--- src/rtl/irq_ctrl.sv ---
// Fixed-priority interrupt controller feeding the special-register block's irq_in.
// Sources are synchronised, latched as level or edge pending bits, masked, and the
// lowest-index candidate is reported as cur_id when the core acknowledges.
module irq_ctrl #(
    parameter int unsigned N_SRC       = 8,
    parameter int unsigned SYNC_STAGES = 2
) (
    input  logic             clk,
    input  logic             rst,
    input  logic [N_SRC-1:0] irq_src,
    input  logic             irq_en_in,
    input  logic             irq_ack,
    output logic             irq_out,
    input  logic             cfg_we,
    input  logic [15:0]      cfg_sel,
    input  logic [15:0]      cfg_in,
    output logic [15:0]      cfg_out
);

    typedef enum logic [1:0] {
        StIdle,
        StReq,
        StDrop
    } state_e;

    localparam logic [15:0] SelMask   = 16'd0;
    localparam logic [15:0] SelEdge   = 16'd1;
    localparam logic [15:0] SelPend   = 16'd2;
    localparam logic [15:0] SelCurId  = 16'd3;
    localparam logic [15:0] SelSwTrig = 16'd4;

    logic [N_SRC-1:0] sync_q [SYNC_STAGES];
    logic [N_SRC-1:0] sync_dly_q;
    logic [N_SRC-1:0] sync_lvl;
    logic [N_SRC-1:0] rise;

    logic [N_SRC-1:0] mask_q;
    logic [N_SRC-1:0] edge_q;
    logic [N_SRC-1:0] pending_q;
    logic [N_SRC-1:0] pending_d;

    logic [N_SRC-1:0] w1c;
    logic [N_SRC-1:0] sw_set;
    logic [N_SRC-1:0] ack_clr;
    logic [N_SRC-1:0] cand;
    logic             cand_any;
    logic [3:0]       win;
    logic             ack_take;

    state_e           state_q;
    logic             irq_out_q;
    logic             cur_valid_q;
    logic [3:0]       cur_idx_q;

    // Upper write-data bits are intentionally ignored when N_SRC < 16.
    logic             unused_cfg_in;
    assign unused_cfg_in = ^cfg_in;

    // Synchroniser chain plus one delay flop for rising-edge detection.
    always_ff @(posedge clk or negedge rst) begin
        if (!rst) begin
            for (int s = 0; s < int'(SYNC_STAGES); s++) begin
                sync_q[s] <= '0;
            end
            sync_dly_q <= '0;
        end else begin
            sync_q[0] <= irq_src;
            for (int s = 1; s < int'(SYNC_STAGES); s++) begin
                sync_q[s] <= sync_q[s-1];
            end
            sync_dly_q <= sync_q[SYNC_STAGES-1];
        end
    end

    assign sync_lvl = sync_q[SYNC_STAGES-1];
    assign rise     = sync_lvl & ~sync_dly_q;

    assign cand     = pending_q & mask_q;
    assign cand_any = |cand;
    assign ack_take = (state_q == StReq) && irq_ack;

    // Software clear/trigger only ever touch edge-mode bits.
    assign w1c    = (cfg_we && cfg_sel == SelPend)   ? (cfg_in[N_SRC-1:0] & edge_q) : '0;
    assign sw_set = (cfg_we && cfg_sel == SelSwTrig) ? (cfg_in[N_SRC-1:0] & edge_q) : '0;

    // Lowest set candidate bit wins; scan downward so the lowest index is written last.
    always_comb begin
        win = '0;
        for (int i = int'(N_SRC) - 1; i >= 0; i--) begin
            if (cand[i]) begin
                win = 4'(i);
            end
        end
    end

    // One-hot clear of the acknowledged source.
    always_comb begin
        ack_clr = '0;
        for (int i = 0; i < int'(N_SRC); i++) begin
            ack_clr[i] = ack_take && cand_any && (win == 4'(i));
        end
    end

    // Pending next state: level bits track the input, edge bits latch with set beating clear.
    always_comb begin
        pending_d = pending_q;
        for (int i = 0; i < int'(N_SRC); i++) begin
            if (edge_q[i]) begin
                pending_d[i] = rise[i] | sw_set[i] | (pending_q[i] & ~(w1c[i] | ack_clr[i]));
            end else begin
                pending_d[i] = sync_lvl[i];
            end
        end
    end

    // Configuration and pending registers.
    always_ff @(posedge clk or negedge rst) begin
        if (!rst) begin
            mask_q    <= '0;
            edge_q    <= '0;
            pending_q <= '0;
        end else begin
            pending_q <= pending_d;
            if (cfg_we && cfg_sel == SelMask) begin
                mask_q <= cfg_in[N_SRC-1:0];
            end
            if (cfg_we && cfg_sel == SelEdge) begin
                edge_q <= cfg_in[N_SRC-1:0];
            end
        end
    end

    // Request handshake FSM with registered irq_out and serviced-source record.
    // Once raised, irq_out stays high until ack so the core never sees a spurious fall.
    always_ff @(posedge clk or negedge rst) begin
        if (!rst) begin
            state_q     <= StIdle;
            irq_out_q   <= 1'b0;
            cur_valid_q <= 1'b0;
            cur_idx_q   <= '0;
        end else begin
            case (state_q)
                StIdle: begin
                    if (irq_en_in && cand_any) begin
                        state_q   <= StReq;
                        irq_out_q <= 1'b1;
                    end
                end
                StReq: begin
                    if (irq_ack) begin
                        cur_valid_q <= cand_any;
                        cur_idx_q   <= cand_any ? win : 4'd0;
                        state_q     <= StDrop;
                        irq_out_q   <= 1'b0;
                    end
                end
                StDrop: begin
                    // The core clears irq_en after seeing the fall; re-arm only after that.
                    if (!irq_en_in) begin
                        state_q <= StIdle;
                    end
                end
                default: begin
                    state_q   <= StIdle;
                    irq_out_q <= 1'b0;
                end
            endcase
        end
    end

    assign irq_out = irq_out_q;

    // Register read mux; unmapped selects and bits above N_SRC read as zero.
    always_comb begin
        cfg_out = '0;
        case (cfg_sel)
            SelMask:  cfg_out[N_SRC-1:0] = mask_q;
            SelEdge:  cfg_out[N_SRC-1:0] = edge_q;
            SelPend:  cfg_out[N_SRC-1:0] = pending_q;
            SelCurId: cfg_out = {cur_valid_q, 11'b0, cur_idx_q};
            default:  cfg_out = '0;
        endcase
    end

endmodule

--- config.mk ---
export PLATFORM = sky130hd
export DESIGN_NAME = irq_ctrl
export DESIGN_NICKNAME = d
export VERILOG_FILES = /design/src/rtl/irq_ctrl.sv
export SDC_FILE = /design/constraint.sdc
export NUM_CORES = 1
export LEC_CHECK = 0
export ABC_AREA = 1
export BUFFER_PORTS_ARGS = -buffer_cell sky130_fd_sc_hd__buf_2
export CAP_MARGIN = 0
export CORE_ASPECT_RATIO = 0.6
export CORE_MARGIN = 5
export CORE_UTILIZATION = 48
export DETAILED_ROUTE_END_ITERATION = 16
export GPL_ROUTABILITY_DRIVEN = 0
export PLACE_DENSITY_LB_ADDON = 0.12
export SLEW_MARGIN = 20
export SYNTH_ARGS = -nofsm -noshare
export SYNTH_HDL_FRONTEND = slang
export SYNTH_SLANG_ARGS = --single-unit
--- constraint.sdc ---
create_clock -name clk -period 1.6 [get_ports clk]
set_input_delay 0.32 -clock clk [delete_from_list [all_inputs] [get_ports clk]]
set_output_delay 0.32 -clock clk [all_outputs]
set_load 0.005 [all_outputs]
Yosys cells after proc, flatten, opt, wreduce, memory -nomap -nowiden
Cells that the tools add are included.

word-level totals
  logic and storage cells = 121
  register bits = 56

cells by class
  mux-type cells = 28
  bitwise logic cells = 45
  reductions and logical operators = 22
  equal/unequal tests = 16

operator list
  kind                                                               count
  16-bit by 2-bit == test with 1-bit output (second input constant)  2
  4-bit 2-to-1 mux                                                   8
  8-bit one-hot mux with 4 select lines                              1
  8-bit bitwise AND                                                  3
  8-bit 2-to-1 mux                                                   3
  1-bit OR                                                           24
  16-bit by 1-bit == test with 1-bit output (second input constant)  1
  16-bit by 3-bit == test with 1-bit output (second input constant)  1
  4-bit by 3-bit == test with 1-bit output (second input constant)   4
  16-bit logical NOT                                                 1
  1-bit logical AND                                                  15
  1-bit 2-to-1 mux                                                   10
  1-bit inverter                                                     9
  1-bit bitwise AND                                                  8
  4-bit by 2-bit == test with 1-bit output (second input constant)   2
  8-bit inverter                                                     1
  8-bit OR reduction                                                 1
  2-bit 2-to-1 mux                                                   3
  2-bit inequality test (second input constant)                      3
  2-bit one-hot mux with 3 select lines                              1
  3-bit AND reduction                                                2
  4-bit by 1-bit == test with 1-bit output (second input constant)   1
  4-bit logical NOT                                                  1
  3-bit 2-to-1 mux                                                   1
  other kinds (5)                                                    5

Longest topological paths before layout
Gate-level depths: netlist (run 1).

  depth after elaboration = 16
  gate-level depth with buffers = 12
  gate-level depth less buffers = 12

Least setup slack after synthesis (run 1)
OpenSTA, ideal clock, no wires.

  path type = input to output
  start point = input cfg_sel[15]
  end point = output cfg_out[0]
  arrival time = 1,311 ps
  required time = 1,280 ps
  stages on the path = 9
  setup slack = -31 ps
  buffers on the path = 0
  cell sequence = nor2_1 > nand2_1 > nor2_4 > nand2_4 > clkinv_1 > nand2_1 > o211ai_1 > nand2_1 > nand2_1

between the ends
  word-level cells in the longest chain between the ends = 2
  elaborated cells between the ends (all ways) = 5
  those cells by class = eq/ne (3); mux (1); reduce/logical (1)

RTL lines
  item                                                               RTL line  text
  from (decl)                                                        15        input logic [15:0] cfg_sel,
  16-bit by 2-bit == test with 1-bit output (tied with other cells)  176       case (cfg_sel)
  8-bit one-hot mux with 4 select lines (*)                          176
  to (decl)                                                          17        output logic [15:0] cfg_out

Mark *: on every way between the ends. The rest lies on a longest branch, timed or not.

Final worst setup path (run 1)
  start point = input cfg_sel[3]
  end point = output cfg_out[2]

Same word-level chain as after synthesis.

==> impl_metrics.ini, run 1 <==
[run_status]
status = finished with violations
violations = setup timing

[placed_design]
place_area_sq_um = 3170
io_buffers = 46
hpwl_um = 4600

[clocking]
clock-sinks = 55
ctsRootBufferMaster = clkbuf_8
cts_buffers = 5
clockBufferDepth = 2
h-tree-depth = 2
cts_tree = built
clock_latency_ns = 0.31
clk_pin_slew_ns = 0.10

[global_route]
grt-ovfl-total = 0
grt_pass1_wl_um = 10500
grt_use_total_pct = 18.7
antenna_found_initial = 0
grt_max_degree = 56
grt_pass1_vias = 2157

[setup_path]
crit_chain = buf_2, nor2_4, nand2_2, nor2_4, buf_4, nand3_2, o22ai_1, o21a_1, buf_2
critical_path_buf_inv_count = 3
cp.required_ns = 1.28
crit_arrival_ns = 1.50
crit_type = in2out
cpMaxStageDelayCell = o22ai_1
startpoint_type = input pin
cp_max_fo = 3
crit_path_end_kind = primary output
max_stage_delay_ns = 0.18
crit_family = simple AND/OR/NAND/NOR gates

[route]
drt_iter0_markers = 111
top_layer = met4
ant_nets = 0
wl_met2_um = 2730
drc = 0
vias = 2359
wl_met3_um = 373
first_pass_iters = 4
drt-total-wl_um = 6500
wl_per_cell_um = 13.7
viasPerCell = 4.98
m1WireLength_um = 3320

[worst_hold_path]
hold_class = in2reg

[synth]
netlist_area_sq_um = 2680
yosys_warnings = 0
synthAdderAreaFrac_pct = 0
synth_cells = 325
synth_top_family_by_area = simple AND/OR/NAND/NOR gates
synth_compound_area_share_pct = 11.5
synthXorXnorAreaFrac_pct = 0
synth-seq-area-share_pct = 51.4
synth-simple-area-share_pct = 27.7
muxShareOfSynthArea_pct = 0
ys_ff_latch = 55
synthDistinctLibCells = 25
syn_area_per_cell_sq_um = 8.24

[sta]
finalCriticalPeriod_ns = 1.82
setup_viol = 9
timing.hold.ws_ns = 0.110
setup_tns_ns = -1.50
hold_viol_final = 0
max_freq_mhz = 550
skew_ns = 0.00886
setup_slack_ns = -0.218
maxSlewViolCount = 0
rsz0062_at_grt = yes
period_share_pct = 114

[finish]
syn_to_final_growth_pct = 30.1
fin_nets = 449
antenna_cells = 0
drive_above_1_share_pct = 31.1
design_area_sq_um = 3490
fillers = 477

[floorplan]
initial_core_util_pct = 48.8
dieArea_sq_um = 7220
die_y_um = 67.9
die_w_um = 106
fp-row-count = 21
coreArea_sq_um = 5490
io_pins = 62

[power]
power.total_mw = 2.59
p_leak_nw = 1.81
peakVddDrop_uv = 537
power_density_nw_per_um2 = 742

[flow_run]
cap_violations = 0
==> repair_timing <==
action | CTS | global route
endpoints found under the hold margin | 16 | 0
gates resized for setup | 19 | 29
hold buffers | 1 | 0
pin swaps | 8 | 15
buffers inserted | 0 | 2
endpoints found under the setup margin | 9 | 14
==> layout by cell type (no fill, tap or decap), types with 3 or more instances in the layout <==
master | netlist | layout
nand2_2 | 2 | 13
o211ai_1 | 14 | 14
nor2_1 | 37 | 28
buf_4 | 7 | 22
inv_1 | 47 | 44
nand4_1 | 5 | 5
a21oi_1 | 9 | 9
o21ai_0 | 12 | 12
nand2_1 | 88 | 77
buf_2 | 1 | 39
nand3_1 | 22 | 20
conb_1 | 1 | 7
nor2_2 | 0 | 4
nor2_4 | 2 | 7
clkbuf_8 | 0 | 5
dfrtp_1 | 55 | 55
buf_6 | 1 | 11
o21ai_2 | 8 | 8
nor4_4 | 2 | 3
==> final cells by class <==
type                            instances  area [sq um]  area share (%)
Clock inverter                          2          38.8            1.11
Timing Repair Buffer                   75           534            15.3
Multi-Input combinational cell        219          1190            34.2
Inverter                               48           184            5.28
Sequential cell                        55          1380            39.5
Tap cell                               69          86.3            2.48
Clock buffer                            6          72.6            2.08
==> synthesized netlist by cell type (all sizes together) <==
master   number  area (sq um)
a21oi         9          45.0
buf           9          68.8
clkinv        1          3.75
conb          1          3.75
dfrtp        55          1380
inv          47           176
nand2        92           365
nand3        22           110
nand3b        1          7.51
nand4         5          31.3
nor2         39           161
nor3          2          10.0
nor4          4          55.1
o2111ai       1          8.76
o211ai       14           105
o21a          1          7.51
o21ai        20           130
o22ai         2          12.5
==> worst register-to-register path: stages (launching register included) <==
cell and delay [ns]:
dfrtp_1 0.42, nand2_1 0.11, inv_1 0.04, nand2_1 0.05, nand2_1 0.05, nand2_1 0.05
nand2_1 0.04, nand2_1 0.05, nand2_1 0.12, nand2_2 0.14, nand3_1 0.12, nand2_1 0.09
a21oi_1 0.06
==> through the flow <==
stage               util [%]  std cells  worst slack [ns]
CTS                     61.2        472            -0.234
finish                  63.5        474            -0.218
global placement        57.7        463            -0.270
floorplan                  -        331            0.0125
detailed placement      57.7        463            -0.318
global route            63.5        474            -0.320
==> path summary, 6_finish.rpt <==
path	start	end	slack, ns	cells after the start
max in group asynchronous	rst	cur_idx_q[2]	0.83	3
min in group asynchronous	rst	sync_dly_q[4]	0.53	3
setup / recovery	cfg_sel[3]	cfg_out[2]	-0.22	9
hold reg to reg	sync_q[12]	sync_lvl[4]	0.36	0
setup reg to reg	mask_q[7]	pending_q[2]	0.17	12
hold / removal	irq_src[4]	sync_q[12]	0.11	1
==> routing by layer <==
metal | vias to the layer above | GRT usage [%]
li1 | 1191 | -
met3 | 10 | 4.15
met2 | 61 | 27.7
met5 | - | 0
met1 | 1097 | 28.1
met4 | 0 | 4.15
==> report_power, final <==
group	switching (mW)	internal (mW)	total (mW)
logic	0.119	0.0890	0.208
clock network	0.455	0.473	0.928
registers	0.0191	1.43	1.45
total	0.593	1.99	2.59
==> state kept, by name, indices dropped and copies added, names as in the netlist <==
name,cells
irq_out,1
cur_idx_q,3
cur_valid_q,1
pending_q,8
sync_q,8
sync_lvl,8
mask_q,8
state_q,2
sync_dly_q,8
edge_q,8
==> cell families after synthesis <==
logic type             after synthesis
AO/OA/AOI/OAI                       47
buffers and inverters               57
other                                1
flip-flops                          55
AND/OR/NAND/NOR                    165
(Power assumes the default switching activity.)
==> inputs of run 2 (changes only) <==
==> config.mk (replaced) <==
export PLATFORM = sky130hd
export DESIGN_NAME = irq_ctrl
export DESIGN_NICKNAME = d
export VERILOG_FILES = /design/src/rtl/irq_ctrl.sv
export SDC_FILE = /design/constraint.sdc
export NUM_CORES = 1
export LEC_CHECK = 0
export ABC_AREA = 0
export BUFFER_PORTS_ARGS = -buffer_cell sky130_fd_sc_hd__buf_4
export CAP_MARGIN = 0
export CORE_ASPECT_RATIO = 0.6
export CORE_MARGIN = 5
export CORE_UTILIZATION = 47
export DETAILED_ROUTE_END_ITERATION = 16
export GPL_ROUTABILITY_DRIVEN = 0
export PLACE_DENSITY_LB_ADDON = 0.12
export SYNTH_ARGS = -nofsm -noshare
export SYNTH_HDL_FRONTEND = slang
export SYNTH_SLANG_ARGS = --single-unit
==> run 2 against run 1 <==
The run still ends with setup timing left; core utilization grew 9.6 points; sequential share of layout area shrank 2.6 points; critical path depth shrank 5; die area shrank 4.4%; total power grew 9.0%; clock power grew 4.7%; clock skew shrank 0.0014 ns; highest routed layer unchanged.
==> impl_metrics.ini, run 2 <==
[floorplan]
coreArea_sq_um = 5100
fp-row-count = 20
die_y_um = 66.4
initial_core_util_pct = 48.8
die_w_um = 104
io_pins = 62
dieArea_sq_um = 6910

[setup_path]
crit_type = reg2out
cp.required_ns = 1.28
critical_path_buf_inv_count = 2
max_stage_delay_ns = 0.45
startpoint_type = flip-flop
cpMostUsedCell = buf_6
cpMaxStageDelayCell = mux4_2
r2r-end = pending_q[7]
cp_max_fo = 3
crit_family = multiplexers
crit_arrival_ns = 1.56
crit_path_end_kind = primary output
r2r_slack_ns = -0.18
reg2regPathDepth = 8
crit_chain = buf_6, mux4_2, nor2b_4, buf_6
r2r-start = pending_q[0]

[clocking]
cts_tree = built
h-tree-depth = 2
clk_pin_slew_ns = 0.10
clock_latency_ns = 0.31
clockBufferDepth = 2
cts_buffers = 5
clock-sinks = 55
ctsRootBufferMaster = clkbuf_8

[placed_design]
hpwl_um = 4250
io_buffers = 46

[worst_hold_path]
hold_class = in2reg
whs_endpoint = sync_q[9]
whs_path_depth = 1
min_from = irq_src[1]

[power]
power_switching_uw = 656
power.total_mw = 2.82
peakVddDrop_uv = 579
p_sw_share_pct = 23.3
clkPwrFrac_pct = 34.5
power_density_nw_per_um2 = 755
internal_power_mw = 2.16
pwr-share-comb_pct = 12.4
seqPwrFrac_pct = 53.1
p_leak_nw = 1.74

[synth]
yosys_warnings = 0
synthTopCellsByCount = 55 x dfrtp_1, 45 x nand2_1, 17 x mux2_2, 16 x nor2_1, 13 x a21oi_1
synth_most_common_cell = dfrtp_1
netlist_area_sq_um = 2490
synthDistinctLibCells = 38
synth_cells = 228
synth_enable_flop_cells = 0
synth.area.top_cells = dfrtp_1 55%, mux2_2 7.7%, nand2_1 6.8%, mux4_2 2.7%, a21oi_1 2.6%
syn_area_per_cell_sq_um = 10.9
yosys.area.top_type_share_pct = 55.2
synth-seq-area-share_pct = 55.2
synthArstFlopShare_pct = 100
ys_ff_latch = 55
synth_ff_type = dfrtp_1
synth_top_area_cell = dfrtp_1

[sta]
hold_viol_final = 0
relSlewSlack_pct = 65.0
maxSlewViolCount = 0
setup_viol = 32
rsz0062_at_grt = yes
setup_tns_ns = -3.34
finalCriticalPeriod_ns = 1.88
max_freq_mhz = 533
tightest_slew_ns = 0.525
setup_slack_ns = -0.275
skew_ns = 0.00743
period_share_pct = 117

[global_route]
grt_pass1_vias = 2160
grt_use_total_pct = 19.7
grt_max_degree = 30
grt_pass1_wl_um = 10700
grt-ovfl-total = 0
antenna_found_initial = 0

[route]
drt-total-wl_um = 6500
drc = 0
drt_iter0_markers = 118
wl_per_cell_um = 16.4
ant_nets = 0
first_pass_iters = 4
vias = 2096
viasPerCell = 5.29

[run_status]
violations = setup timing
status = finished with violations

[finish]
antenna_cells = 0
fin_nets = 374
drive_above_1_share_pct = 48.2
final_common_cell = buf_4
syn_to_final_growth_pct = 49.7
layout_common_cells = 75 x buf_4, 55 x dfrtp_1, 44 x nand2_1

[flow_run]
cap_violations = 0
[run 2: cell types whose count changed after synthesis, moves of 8 or more]
cell,before,now
nand2_1,88,45
nor2_1,37,16
o211ai_1,14,2
mux2_2,0,17
a21o_1,0,8
o21ai_2,8,0
inv_1,47,2
nand3_1,22,3
[run 2: stage by stage]
step / area, sq um / std cells / util [%] / hold WS, ns / setup slack (ns)
detailed placement: 3150 / 366 / 61.8 / 0.260 / -0.354
floorplan: 2560 / 234 / - / 0.0244 / -0.176
CTS: 3520 / 388 / 69.0 / 0.0964 / -0.282
global route: 3730 / 396 / 73.1 / 0.0912 / -0.328
finish: 3730 / 396 / 73.1 / 0.105 / -0.275
global placement: 3150 / 366 / 61.8 / 0.260 / -0.325
[run 2: cell families after synthesis]
group	Yosys count	share of synthesized area, %
and+or+nand+nor	86	16.9
muxes	25	12.4
DFF	55	55.2
other	1	0.150
buffers and inverters	13	3.06
AOI/OAI and AO/OA	48	12.3
[run 2: how the worst max path moves through the flow]
| stage | start | end | cells after the start |
|---|---|---|---|
| 2_1_floorplan | cfg_sel[6] | mask_q[2] | 4 |
| 3_3_place_gp | cfg_sel[10] | mask_q[2] | 7 |
| 3_5_place_dp | cfg_sel[10] | mask_q[2] | 7 |
| 4_1_cts | mask_q[1] | cfg_out[1] | 4 |
| 5_1_grt | mask_q[1] | cfg_out[1] | 4 |
| 6_report | pending_q[1] | cfg_out[1] | 4 |
[run 2: power by group through the flow]
stage | logic, mW | registers [mW] | clock network, mW
after detailed placement | 0.295 | 1.52 | 0
after global placement | 0.291 | 1.52 | 0
final | 0.351 | 1.50 | 0.972
after global routing | 0.388 | 1.51 | 1.05
after CTS | 0.321 | 1.49 | 1.00
after floorplan | 0.115 | 1.52 | 0
[run 2: final cells by class]
type,count,area (sq um)
sequential,55,1380
fill,354,1370
multi-input combinational,166,1290
timing repair buffer,99,850
clock buffer,6,82.6
tap,66,82.6
clock inverter,2,38.8
inverter,2,7.51
[run 2: layer usage]
| layer | vias to the layer above | wire length [um] | global-route usage [%] |
|---|---|---|---|
| met5 | - | 0 | 0 |
| met2 | 60 | 2950 | 30.3 |
| met3 | 10 | 441 | 5.37 |
| li1 | 996 | - | - |
| met1 | 1030 | 3030 | 27.4 |
| met4 | 0 | 74 | 5.82 |
[run 2: repair_timing]
action / 4_1_cts / 5_1_grt
pin swaps: 7 / 23
hold endpoints to repair: 26 / 0
buffers inserted: 13 / 10
hold buffers: 1 / 0
setup endpoints to repair: 28 / 36
gates resized for setup: 36 / 36
